<file path="src/rtl/vga_timing_pkg.sv">
// VGA timing package: 640x480@60 default constants and axis FSM state type.
// Shared by vga_axis_counter and vga_timing_gen.
package vga_timing_pkg;

  localparam int CNT_W      = 10;
  localparam int H_ACTIVE_D = 640;
  localparam int H_FP_D     = 16;
  localparam int H_SYNC_D   = 96;
  localparam int H_BP_D     = 48;
  localparam int V_ACTIVE_D = 480;
  localparam int V_FP_D     = 10;
  localparam int V_SYNC_D   = 2;
  localparam int V_BP_D     = 33;

  typedef enum logic [1:0] {
    ST_ACT,
    ST_FP,
    ST_SYNC,
    ST_BP
  } axis_state_t;

endpackage

</file>
<file path="src/rtl/vga_axis_counter.sv">
// One raster axis: position counter, ACT/FP/SYNC/BP FSM, last flag, sync decode.
// Ports: clk, rst (sync, high), step in; cnt, state, last, in_sync out.
module vga_axis_counter
  import vga_timing_pkg::*;
#(
  parameter int ACTIVE = 640,
  parameter int FP     = 16,
  parameter int SYNC   = 96,
  parameter int BP     = 48
) (
  input  logic             clk,
  input  logic             rst,
  input  logic             step,
  output logic [CNT_W-1:0] cnt,
  output axis_state_t      state,
  output logic             last,
  output logic             in_sync
);

  localparam int TOTAL = ACTIVE + FP + SYNC + BP;

  localparam logic [CNT_W-1:0] E_ACT =
    CNT_W'(ACTIVE - 1);
  localparam logic [CNT_W-1:0] E_FP =
    CNT_W'(ACTIVE + FP - 1);
  localparam logic [CNT_W-1:0] E_SYNC =
    CNT_W'(ACTIVE + FP + SYNC - 1);
  localparam logic [CNT_W-1:0] E_LAST =
    CNT_W'(TOTAL - 1);

  generate
    if (TOTAL > 1023) begin : g_too_big
      $error("vga_axis_counter: total exceeds 1023");
    end
  endgenerate

  assign last    = (cnt == E_LAST);
  assign in_sync = (state == ST_SYNC);

  // State always describes the current cnt, so it moves
  // on the same step that crosses a region boundary.
  always_ff @(posedge clk) begin
    if (rst) begin
      cnt   <= '0;
      state <= ST_ACT;
    end else if (step) begin
      cnt <= last ? '0 : cnt + CNT_W'(1);
      unique case (state)
        ST_ACT:  if (cnt == E_ACT)  state <= ST_FP;
        ST_FP:   if (cnt == E_FP)   state <= ST_SYNC;
        ST_SYNC: if (cnt == E_SYNC) state <= ST_BP;
        ST_BP:   if (last)          state <= ST_ACT;
        default: state <= ST_ACT;
      endcase
    end
  end

endmodule

</file>
<file path="src/rtl/vga_timing_gen.sv">
// VGA raster timing: registered x/y, active, newline/newframe, hsync/vsync.
// Ports: clk, rst, pix_en in; x, y, active, newline, newframe, hsync, vsync
// out; pat_r/pat_g/pat_b out only when VGA_TEST_PATTERN_EN is defined.
module vga_timing_gen
  import vga_timing_pkg::*;
#(
  parameter int   H_ACTIVE = H_ACTIVE_D,
  parameter int   H_FP     = H_FP_D,
  parameter int   H_SYNC   = H_SYNC_D,
  parameter int   H_BP     = H_BP_D,
  parameter int   V_ACTIVE = V_ACTIVE_D,
  parameter int   V_FP     = V_FP_D,
  parameter int   V_SYNC   = V_SYNC_D,
  parameter int   V_BP     = V_BP_D,
  parameter logic HS_POL   = 1'b0,
  parameter logic VS_POL   = 1'b0
) (
  input  logic             clk,
  input  logic             rst,
  input  logic             pix_en,
  output logic [CNT_W-1:0] x,
  output logic [CNT_W-1:0] y,
  output logic             active,
  output logic             newline,
  output logic             newframe,
`ifdef VGA_TEST_PATTERN_EN
  output logic             pat_r,
  output logic             pat_g,
  output logic             pat_b,
`endif
  output logic             hsync,
  output logic             vsync
);

  logic [CNT_W-1:0] h_cnt;
  logic [CNT_W-1:0] v_cnt;
  axis_state_t      h_state;
  axis_state_t      v_state;
  logic             h_last;
  logic             v_last;
  logic             h_sync;
  logic             v_sync;
  logic             v_step;
  logic             act_d;
  logic             unused_v_last;

  assign v_step        = pix_en & h_last;
  assign unused_v_last = v_last;

  vga_axis_counter #(
    .ACTIVE (H_ACTIVE),
    .FP     (H_FP),
    .SYNC   (H_SYNC),
    .BP     (H_BP)
  ) u_h (
    .clk     (clk),
    .rst     (rst),
    .step    (pix_en),
    .cnt     (h_cnt),
    .state   (h_state),
    .last    (h_last),
    .in_sync (h_sync)
  );

  vga_axis_counter #(
    .ACTIVE (V_ACTIVE),
    .FP     (V_FP),
    .SYNC   (V_SYNC),
    .BP     (V_BP)
  ) u_v (
    .clk     (clk),
    .rst     (rst),
    .step    (v_step),
    .cnt     (v_cnt),
    .state   (v_state),
    .last    (v_last),
    .in_sync (v_sync)
  );

  assign act_d = (h_state == ST_ACT) &&
                 (v_state == ST_ACT);

  // Pins show the counter value one clk later; strobes
  // drop in any clk that does not load a new x==0.
  always_ff @(posedge clk) begin
    if (rst) begin
      x        <= '0;
      y        <= '0;
      active   <= 1'b0;
      newline  <= 1'b0;
      newframe <= 1'b0;
      hsync    <= ~HS_POL;
      vsync    <= ~VS_POL;
`ifdef VGA_TEST_PATTERN_EN
      {pat_r, pat_g, pat_b} <= 3'b000;
`endif
    end else if (pix_en) begin
      x        <= h_cnt;
      y        <= v_cnt;
      active   <= act_d;
      newline  <= (h_cnt == '0);
      newframe <= (h_cnt == '0) && (v_cnt == '0);
      hsync    <= h_sync ? HS_POL : ~HS_POL;
      vsync    <= v_sync ? VS_POL : ~VS_POL;
`ifdef VGA_TEST_PATTERN_EN
      {pat_r, pat_g, pat_b} <= act_d ? h_cnt[9:7]
                                     : 3'b000;
`endif
    end else begin
      newline  <= 1'b0;
      newframe <= 1'b0;
    end
  end

endmodule

</file>
<file path="config.mk">
export PLATFORM = sky130hd
export DESIGN_NAME = vga_timing_gen
export DESIGN_NICKNAME = d
export VERILOG_FILES = /design/src/rtl/vga_timing_pkg.sv /design/src/rtl/vga_axis_counter.sv /design/src/rtl/vga_timing_gen.sv
export SDC_FILE = /design/constraint.sdc
export NUM_CORES = 1
export LEC_CHECK = 0
export ABC_AREA = 1
export CORE_ASPECT_RATIO = 0.5
export CORE_MARGIN = 10
export CORE_UTILIZATION = 52
export CTS_BUF_LIST = sky130_fd_sc_hd__clkbuf_4 sky130_fd_sc_hd__clkbuf_8
export CTS_CLUSTER_DIAMETER = 60
export CTS_CLUSTER_SIZE = 24
export DETAILED_ROUTE_END_ITERATION = 12
export PLACE_DENSITY = 0.87
export SLEW_MARGIN = 15
export SYNTH_ARGS = -nofsm -noshare
export SYNTH_HDL_FRONTEND = slang
export SYNTH_HIERARCHICAL = 1
export SYNTH_SLANG_ARGS = --single-unit
</file>
<file path="constraint.sdc">
create_clock -name clk -period 1.72 [get_ports clk]
set_input_delay 0.43 -clock clk [delete_from_list [all_inputs] [get_ports clk]]
set_output_delay 0.43 -clock clk [all_outputs]
set_load 0.05 [all_outputs]
</file>
### Yosys cells after proc, flatten, opt, wreduce, memory -nomap -nowiden

Index checks and enable logic that the tools add are counted.

* register bits after elaboration: 49
* bits of input ports: 3
* output and inout bits: 25
* word-level logic and storage cells: 60

* add/subtract/negate cells: 2
* equal/unequal tests: 22
* mux-type cells: 14
* bitwise operators: 2
* reductions and logical operators: 9

Operators with widths (count)
* $eq A10 B10 Y1 const B: 5
* $eq A10 B9 Y1 const B: 3
* $add A10 B1 Y10 const B: 2
* $logic_not A10 Y1: 2
* $mux W10: 2
* $mux W2: 8
* $pmux W2 S4: 2
* $ne A2 B1 Y1 const B: 7
* $reduce_and A5 Y1: 2
* $eq A2 B2 Y1 const B: 4
* $eq A2 B1 Y1 const B: 2
* $logic_not A2 Y1: 2
* $logic_and A1 B1 Y1: 2
* $mux W1: 2
* $ne A2 B2 Y1 const B: 1
* $reduce_or A2 Y1: 1
* $and A1 B1 Y1: 1
* $not A1 Y1: 1

### Logic depth before layout (Yosys ltp)

* word-level depth: 3
* depth in mapped cells: 14
* mapped depth without buffers: 14

### Cells and area by module

Netlist, hierarchy kept.

By module, submodules not included
* vga_timing_gen: instances 1, cells each 125, area each 950.9 sq um, seq. area each 500.5 sq um
* vga_axis_counter (u_v): instances 1, cells each 115, area each 815.8 sq um, seq. area each 240.2 sq um
* vga_axis_counter (u_h): instances 1, cells each 108, area each 738.2 sq um, seq. area each 240.2 sq um

### Least setup slack after synthesis

No wires, ideal clock.

* kind: register -> register
* start: register u_h.cnt[0]
* end: register u_v.cnt[9]
* library setup time: 0.058 ns
* data arrival time: 1.787 ns
* data required time: 1.662 ns
* slack: -0.124 ns
* cell stages (with the launch flop): 15
* path buffers: 0
* period minus slack after synthesis: 1.844 ns
* cells stage by stage: dfxtp_1 > ha_1 > nand3_1 > nor2_2 > nand2_2 > inv_1 > nand2_1 > inv_1 > nand3_2 > nor2_2 > nand2_2 > nor2_4 > nand2_2 > a21oi_2 > o21a_1

* word-level cells in the longest chain between the ends: 2

RTL lines
* start, declared: RTL line vga_axis_counter.sv:14 `output logic [CNT_W-1:0] cnt,`
* start signal, assigned: RTL line vga_axis_counter.sv:47 `cnt <= last ? '0 : cnt + CNT_W'(1);`
* $eq A10 B10 Y1: RTL line vga_axis_counter.sv:37 `assign last = (cnt == E_LAST);`
* via h_last: RTL line vga_timing_gen.sv:39 `logic h_last;`
* $and A1 B1 Y1: RTL line vga_timing_gen.sv:47 `assign v_step = pix_en & h_last;`
* via v_step: RTL line vga_timing_gen.sv:43 `logic v_step;`
* end signal, assigned: RTL line vga_axis_counter.sv:47
* end, declared: RTL line vga_axis_counter.sv:14

The timed path passes the listed nets, and every way through them passes these cells.
A chain may end at the register's enable or synchronous reset.

### Worst setup path in the final report

* start: register u_h.cnt[1]
* end: register u_v.cnt[9]

Same word-level chain as after synthesis.

==> results_dict.tcl <==
set metrics [dict create \
    status "finished, violations left" \
    violations "negative setup slack" \
    drive_gt1_frac 0.2634 \
    die_w_um 117.9 \
    swShare 0.2746 \
    finalWirelength_um 6641 \
    dp_hpwl_um 4759 \
    grt_first_pass_wirelength_um 10830 \
    worst_slew_pin_slew_ps 324.1 \
    mappedNetlistNets 364 \
    netlist_instances 346 \
    cts-root-buf "clkbuf_8" \
    gp_congestion 0.8675 \
    via_per_inst 5.059 \
    wl_per_cell_um 13.95 \
    core_region_area_sq_um 4509 \
    cts_sinks 49 \
    cts_max_level 2 \
    fin_util 0.7117 \
    fp.dieH_um 68.96 \
    clkPwrFrac 0.357 \
    crit_type "reg -> reg" \
    ir_worst_vdd_v 0.0003905 \
    start_util 0.5527 \
    dieArea_sq_um 8130 \
    path_max_fanout 4 \
    min_path_type "reg -> reg" \
    intPower_w 0.001765 \
    max_freq_ghz 0.5504 \
    reg2reg_depth 14 \
    grt_max_degree 23 \
    clk_latency_ps 310 \
    reg2reg_to "u_v/cnt[9]" \
    end_kind "flop" \
    switchingPower_w 0.0006682 \
    cts_tree "done" \
    syn_area_per_cell_sq_um 7.203 \
    dp_slack_ps -223.5 \
    io_buffers 27 \
    fin_crit_sh 1.056 \
    cts-buffers-inserted 5 \
    worst-endpoint-arrival_ps 2060 \
    antenna_left 0 \
    hold_path_end "vsync" \
    worstPathRequired_ps 1970 \
    cp-start-kind "flop" \
    synth_warnings 6 \
    whs_path_depth 2 \
    drv_slew 0 \
    overflow 0 \
    via_count 2408 \
    drt_pass1_iterations 4 \
    drtIter0Drc 162 \
    drc 0 \
    grt_use_total 0.1581 \
    cts.path.max_buffers 2 \
    fin_worst_hold_slack_ps 476.5 \
    powerDensity_nw_per_um2 758.2 \
    first_global_vias 2436 \
    clk_pin_slew_ps 100 \
    syn-cell-area_sq_um 2492 \
    worstHoldStart "vsync" \
    hold_violations 0 \
    p_leak_nw 1.418 \
    final_net_count 427 \
    syn_to_final_growth_pct 28.77 \
    fill_cells 331 \
    fin_crit_ps 1817 \
    rsz0062_at_grt "yes" \
    ios 28 \
    finalClockSkew_ps 8.265 \
    relSlewSlack 0.7816 \
    setup-violations-final 5 \
    fin_ws_ps -96.94 \
    r2r-start "u_h/cnt[1]" \
    cap_violations 0 \
    comb_power_share 0.148 \
    pwr-share-seq 0.495 \
    ff2ff_setup_slack_ps -100 \
    n_antenna_cell 0 \
    antenna_found_initial 0 \
    rows 17 \
]
## critical path, cell delays in order (launching register included)
cell,delay (ps)
dfxtp_2,370
ha_4,160
nand3_4,100
nor2_4,100
nand2_2,80
inv_2,60
nand2_2,70
inv_4,90
nand3_4,80
nor2_4,130
nand2_2,80
nor2_4,130
nand2_2,80
a21oi_2,110
o21a_1,130
## cell usage in the layout, fill, tap and decap left out, types with 3 or more instances in the layout
cell type / instances
nor2_2: 5
nand3_1: 14
dfxtp_1: 47
nor2_4: 4
a21oi_1: 24
o21ai_0: 23
ha_1: 14
inv_1: 50
nand3_2: 3
nor2_1: 59
nand2_2: 9
nand2_1: 53
buf_4: 60
nor3_1: 5
clkbuf_8: 6
## how the worst max path moves through the flow
stage	cells after the start	slack (ps)	to	from
floorplan	14	-20	u_v/cnt[9]	u_h/cnt[1]
global placement	10	-160	u_v/cnt[9]	pix_en
detailed placement	10	-220	u_v/cnt[9]	pix_en
CTS	14	-80	u_v/cnt[9]	u_h/cnt[0]
global route	14	-200	u_v/cnt[9]	u_h/cnt[1]
finish	14	-100	u_v/cnt[9]	u_h/cnt[1]
## area by class of cell
class                      instances  area, sq um  area share
tap                               66        82.58     0.02573
multi-input combinational        236         1334      0.4156
sequential                        49        983.4      0.3064
clock inverter                     2        37.54     0.01170
inverter                          54        207.7     0.06472
timing repair buffer              63        481.7      0.1501
clock buffer                       6        82.58     0.02573
## power groups by stage
| stage | Sequential, W | Clock [W] | Combinational, W |
|---|---|---|---|
| after global routing | 0.00121 | 0.000933 | 0.000391 |
| after global placement | 0.00123 | 0 | 0.000336 |
| after floorplan | 0.00134 | 0 | 0.000124 |
| final | 0.00120 | 0.000869 | 0.000361 |
| after detailed placement | 0.00123 | 0 | 0.000350 |
| after CTS | 0.00120 | 0.000873 | 0.000355 |
## flip-flops by register name (all words and copies together) (netlist names)
| signal | cells |
|---|---|
| active | 1 |
| hsync | 1 |
| newframe | 1 |
| newline | 1 |
| u_h/cnt | 10 |
| u_h/state | 2 |
| u_v/cnt | 10 |
| u_v/state | 2 |
| vsync | 1 |
| x | 10 |
| y | 10 |
## stage by stage
stage / instance area, sq um / cells / power, W / TNS, ps
after floorplan: 2512 / 346 / 0.001461 / -17.07
after global placement: 2969 / 461 / 0.001561 / -847.9
after detailed placement: 2969 / 461 / 0.001578 / -1653
after CTS: 3134 / 473 / 0.002429 / -96.75
after global routing: 3209 / 476 / 0.002533 / -1280
final: 3209 / 476 / 0.002433 / -218.8
## layer usage
metal	global-route usage	routed length [um]
met5	0	0
met4	0.06422	180
met3	0.02915	251
met2	0.3175	3390
met1	0.1672	2819
## repair_timing
| item | 4_1_cts | 5_1_grt |
|---|---|---|
| hold endpoints to repair | 0 | 0 |
| endpoints found under the setup margin | 6 | 14 |
| pin swaps | 7 | 8 |
| gates resized for setup | 4 | 14 |
| hold buffers | 0 | 0 |
| setup buffers | 4 | 3 |
No activity file was read; power rests on OpenSTA's default activity.
